[src/rtl/demux_1x5_pkg.sv]
// Shared constants and state encoding for the 1-to-5 lane demultiplexer.
package demux_1x5_pkg;

    localparam int unsigned LANE_W = 3;
    localparam int unsigned LANES  = 5;
    localparam int unsigned SEL_W  = 3;
    localparam int unsigned CNT_W  = 8;
    localparam int          MIN_VAL = -2;
    localparam int          MAX_VAL = 2;

    typedef enum logic {
        FILL = 1'b0,
        FULL = 1'b1
    } state_t;

endpackage

[src/rtl/lane_check.sv]
// Decodes a beat's lane select into a one-hot write enable and flags illegal
// select or out-of-range data; a bad select masks the range error.
module lane_check
    import demux_1x5_pkg::*;
#(
    parameter int unsigned W = LANE_W,
    parameter int unsigned N = LANES
) (
    input  logic [SEL_W-1:0] sel,
    input  logic [W-1:0]     data,
    output logic [N-1:0]     we_c,
    output logic             err_sel_c,
    output logic             err_range_c
);

    int value;

    always_comb begin
        we_c        = '0;
        value       = int'($signed(data));
        err_sel_c   = (32'(sel) >= N);
        err_range_c = !err_sel_c && ((value < MIN_VAL) || (value > MAX_VAL));
        if (!err_sel_c && !err_range_c) begin
            for (int k = 0; k < int'(N); k++) begin
                if (int'(sel) == k) we_c[k] = 1'b1;
            end
        end
    end

endmodule

[src/rtl/demux_1x5.sv]
// Assembles five signed lane beats into one frame, holds it until the consumer
// takes it, and reports dropped or overwriting beats as one-cycle pulses.
module demux_1x5 #(
    parameter int unsigned LANE_W = demux_1x5_pkg::LANE_W,
    parameter int unsigned LANES  = demux_1x5_pkg::LANES
) (
    input  logic                                clk,
    input  logic                                rst_n,
    input  logic [LANE_W-1:0]                   in_data,
    input  logic [demux_1x5_pkg::SEL_W-1:0]     in_sel,
    input  logic                                in_valid,
    output logic                                in_ready,
    input  logic                                flush,
    output logic [LANES*LANE_W-1:0]             out_data,
    output logic                                out_valid,
    input  logic                                out_ready,
    output logic [LANES-1:0]                    lane_valid,
    output logic                                err_sel,
    output logic                                err_range,
    output logic                                err_dup,
    output logic [demux_1x5_pkg::CNT_W-1:0]     frame_cnt
);

    import demux_1x5_pkg::*;

    state_t                  state_q, state_d;
    logic [LANES*LANE_W-1:0] data_q, data_d;
    logic [LANES-1:0]        lv_q, lv_d;
    logic [CNT_W-1:0]        cnt_q, cnt_d;
    logic                    in_ready_q, in_ready_d;
    logic                    out_valid_q, out_valid_d;
    logic                    err_sel_q, err_sel_d;
    logic                    err_range_q, err_range_d;
    logic                    err_dup_q, err_dup_d;

    logic [LANES-1:0]        we_c;
    logic                    sel_bad_c;
    logic                    range_bad_c;

    lane_check #(
        .W (LANE_W),
        .N (LANES)
    ) u_lane_check (
        .sel         (in_sel),
        .data        (in_data),
        .we_c        (we_c),
        .err_sel_c   (sel_bad_c),
        .err_range_c (range_bad_c)
    );

    // State and output registers.
    always_ff @(posedge clk or negedge rst_n) begin
        if (!rst_n) begin
            state_q     <= FILL;
            data_q      <= '0;
            lv_q        <= '0;
            cnt_q       <= '0;
            in_ready_q  <= 1'b1;
            out_valid_q <= 1'b0;
            err_sel_q   <= 1'b0;
            err_range_q <= 1'b0;
            err_dup_q   <= 1'b0;
        end else begin
            state_q     <= state_d;
            data_q      <= data_d;
            lv_q        <= lv_d;
            cnt_q       <= cnt_d;
            in_ready_q  <= in_ready_d;
            out_valid_q <= out_valid_d;
            err_sel_q   <= err_sel_d;
            err_range_q <= err_range_d;
            err_dup_q   <= err_dup_d;
        end
    end

    // Next-state: flush dominates any beat or release in the same cycle.
    always_comb begin
        state_d     = state_q;
        data_d      = data_q;
        lv_d        = lv_q;
        cnt_d       = cnt_q;
        err_sel_d   = 1'b0;
        err_range_d = 1'b0;
        err_dup_d   = 1'b0;

        if (flush) begin
            state_d = FILL;
            data_d  = '0;
            lv_d    = '0;
        end else begin
            case (state_q)
                FILL: begin
                    if (in_valid) begin
                        if (sel_bad_c) begin
                            err_sel_d = 1'b1;
                        end else if (range_bad_c) begin
                            err_range_d = 1'b1;
                        end else begin
                            for (int k = 0; k < int'(LANES); k++) begin
                                if (we_c[k]) data_d[k*LANE_W +: LANE_W] = in_data;
                            end
                            err_dup_d = |(lv_q & we_c);
                            lv_d      = lv_q | we_c;
                            if (&lv_d) state_d = FULL;
                        end
                    end
                end
                FULL: begin
                    if (out_ready) begin
                        state_d = FILL;
                        data_d  = '0;
                        lv_d    = '0;
                        cnt_d   = cnt_q + CNT_W'(1);
                    end
                end
                default: state_d = FILL;
            endcase
        end

        in_ready_d  = (state_d == FILL);
        out_valid_d = (state_d == FULL);
    end

    assign in_ready   = in_ready_q;
    assign out_valid  = out_valid_q;
    assign out_data   = data_q;
    assign lane_valid = lv_q;
    assign err_sel    = err_sel_q;
    assign err_range  = err_range_q;
    assign err_dup    = err_dup_q;
    assign frame_cnt  = cnt_q;

endmodule

[config.mk]
export PLATFORM = sky130hd
export DESIGN_NAME = demux_1x5
export DESIGN_NICKNAME = d
export VERILOG_FILES = /design/src/rtl/demux_1x5_pkg.sv /design/src/rtl/lane_check.sv /design/src/rtl/demux_1x5.sv
export SDC_FILE = /design/constraint.sdc
export NUM_CORES = 1
export LEC_CHECK = 0
export BUFFER_PORTS_ARGS = -buffer_cell sky130_fd_sc_hd__buf_2
export CAP_MARGIN = 30
export CORE_AREA = 5 5 64 66
export DETAILED_ROUTE_END_ITERATION = 8
export DIE_AREA = 0 0 69 71
export PLACE_DENSITY = 0.78
export SLEW_MARGIN = 20
export SYNTH_ARGS = -nofsm -noshare
export SYNTH_HDL_FRONTEND = slang
export SYNTH_SLANG_ARGS = --single-unit
[constraint.sdc]
create_clock -name clk -period 1.4 [get_ports clk]
set_input_delay 0.28 -clock clk [delete_from_list [all_inputs] [get_ports clk]]
set_output_delay 0.28 -clock clk [all_outputs]
set_load 0.02 [all_outputs]
==> flow_summary.toml <==
[pwr]
internal-power_mw = 1.35
powerDensity_nw_per_um2 = 803
clkPwrFrac = 0.339
p_sw_frac = 0.267
power_mw = 1.84
p_sw_uw = 491
seqPwrFrac = 0.528
p_leak_nw = 1.16
combPwrFrac = 0.133
vdd_ir_drop_max_uv = 524

[timing]
setup_viol = 22
tightest_slew_ps = 751
finalCritPeriodShare = 1.11
hold_viol_final = 0
min_period_ps = 1550
finalClockSkew_ps = 5.24
rsz0062_at_grt = "true"
fmax_ghz = 0.645
whs_ps = 288
slew_violations = 0
maxSlewHeadroom = 0.498
fin_setup_tns_ps = -2130
fin_ws_ps = -151

[cts]
clk_latency_ps = 350
cts_tree = "done"
cts_root_buffer = "clkbuf_4"
clk_pin_slew_ps = 100
cts.path.max_buffers = 2
cts_made_buffers = 5
cts_sinks = 33
htree_levels = 2

[layout]
num_antenna_cells = 0
area_growth_pct = 52.5
final_cells = 264
drive_gt1_frac = 0.574
nets = 227

[floorplanning]
rows = 22
die-height_um = 71
initial_core_util = 0.426
core-area_sq_um = 3520
die_x_um = 69
io_pins = 44
die-area_sq_um = 4900

[setup_path]
start_kind = "flip-flop"
critical_path_class = "flip-flop to flip-flop"
arrival_ps = 1830
critical_path.max_fanout = 4
end_kind = "flip-flop"
cp.required_ps = 1680

[synthesis]
synth_fp_nets = 154
ys_seq_area_frac = 0.550
synth.distinct_cells = 41
synthMostInstantiatedCell = "dfrtp_1"
synth_common_cells = "32 x dfrtp_1, 28 x nand2_1, 9 x o22ai_1"
syn_inst = 142
yosysTopAreaCell = "dfrtp_1"
syn-cell-area_sq_um = 1500
synth_edf_count = 0
synth-main-ff-cell = "dfrtp_1"
avgSynthCellArea_sq_um = 10.6
ys_top_cells_by_area = "dfrtp_1 53%, nand2_1 7.0%, o22ai_1 3.7%"
synth_top_cell_area_share = 0.533
ys_ff_latch = 33
async_flop_share = 1.00
yosys_warnings = 0

[placement]
gp_congestion = 0.975
dp_cells = 252
io_buffers = 43
post-place-ws_ps = -229
hpwlAfterDp_um = 3100

[route]
ant_nets = 0
wirelength_um = 4520
vias = 1442
viasPerCell = 5.46
route.detailed.drc = 0
drt_iter0_drc = 55
wl_per_cell_um = 17.1
firstDrtPassIters = 4

[outcome]
violations = "negative setup slack"
outcome = "finished with violations"

[run]
cap_violations = 0

[global_route]
antenna_found_initial = 0
grt_pass1_wl_um = 7230
grt_overflow_total = 0
grt_usage = 0.187
grt_pass1_vias = 1497
grt_start_max_net_pins = 20

[worst_hold_path]
hold_path_class = "primary input to flip-flop"
==> path summary, 6_finish.rpt <==
kind	from	to	slack [ps]	cells after the start
hold reg to reg	frame_cnt[7]$_DFFE_PN0P_	frame_cnt[7]$_DFFE_PN0P_	490	1
setup reg to reg	out_valid$_DFF_PN0_	out_data[10]$_DFFE_PN0P_	-150	3
max in group asynchronous	rst_n	out_data[7]$_DFFE_PN0P_	530	3
hold / removal	in_sel[0]	err_range$_DFF_PN0_	290	3
min in group asynchronous	rst_n	out_data[4]$_DFFE_PN0P_	390	2
setup / recovery	out_valid$_DFF_PN0_	out_data[10]$_DFFE_PN0P_	-150	3
==> placed cells by master, fill, tap and decap left out, types with 2 or more instances in the layout <==
cell | netlist | layout
nand2b_1 | 3 | 3
nand3_1 | 4 | 2
xnor2_1 | 5 | 5
nand2_4 | 0 | 3
nor2b_1 | 3 | 3
nand4_1 | 2 | 2
nor2_1 | 3 | 2
and3_1 | 2 | 2
nand3_4 | 0 | 2
buf_6 | 0 | 2
clkbuf_8 | 0 | 2
or3b_4 | 1 | 2
o2bb2ai_2 | 0 | 6
nand2_2 | 0 | 7
nor4_2 | 0 | 2
a31oi_1 | 3 | 2
clkbuf_4 | 0 | 5
buf_2 | 1 | 42
nand2_1 | 28 | 18
nand3b_1 | 2 | 2
dfrtp_1 | 32 | 31
buf_4 | 0 | 28
o22ai_2 | 0 | 9
and3b_1 | 2 | 2
xor2_1 | 2 | 2
inv_1 | 2 | 2
==> worst max-delay path, stage by stage, from the launching register on <==
cell	delay (ps)
dfrtp_2	430
or3b_4	420
or4_4	480
o22ai_2	160
==> logic make-up after synthesis <==
logic type | count (synthesis) | share of synthesized area
AO/OA/AOI/OAI | 28 | 0.134
XOR/XNOR | 7 | 0.0408
adder cells (fa/ha/maj) | 1 | 0.00833
buffers and inverters | 9 | 0.0233
flip-flops | 33 | 0.550
multiplexers | 2 | 0.0225
AND/OR/NAND/NOR | 62 | 0.221
==> power groups by stage <==
stage                     logic, mW  registers [mW]  clock network [mW]
final                         0.245           0.971               0.624
after global routing          0.265           0.973               0.674
after CTS                     0.221           0.971               0.637
after detailed placement      0.193           0.989                   0
after global placement        0.189           0.989                   0
after floorplan              0.0680            1.00                   0
==> state kept, by name (all words and copies together), names as in the netlist <==
register,count
out_data,15
frame_cnt,8
lane_valid,5
err_dup,1
err_range,1
err_sel,1
in_ready,1
out_valid,1
==> timing repair <==
action / in CTS / in global routing
gates resized for setup: 27 / 21
pin swaps: 6 / 5
setup buffers: 2 / 2
endpoints found under the hold margin: 16 / 0
hold buffers: 1 / 0
setup endpoints to repair: 19 / 27
==> layer usage <==
layer,up-vias,part of all wire,track usage
met4,0,0.026,0.0759
met5,-,0,0
li1,667,-,-
met3,12,0.059,0.0639
met1,711,0.40,0.215
met2,52,0.52,0.319
==> through the flow <==
stage,instance area [sq um],util
after global placement,1950,0.553
after floorplan,1520,-
after global routing,2290,0.650
after CTS,2180,0.618
after detailed placement,1950,0.553
final,2290,0.650
==> area by class of cell <==
cell class | instances | area [sq um]
clock buffers | 7 | 65.1
clock inverters | 1 | 5.00
fillers | 296 | 1230
inverters | 2 | 7.51
multi-input cells | 100 | 872
flip-flops and latches | 33 | 828
well taps | 48 | 60.1
repair buffers | 73 | 453
No activity file was read; power rests on OpenSTA's default activity.
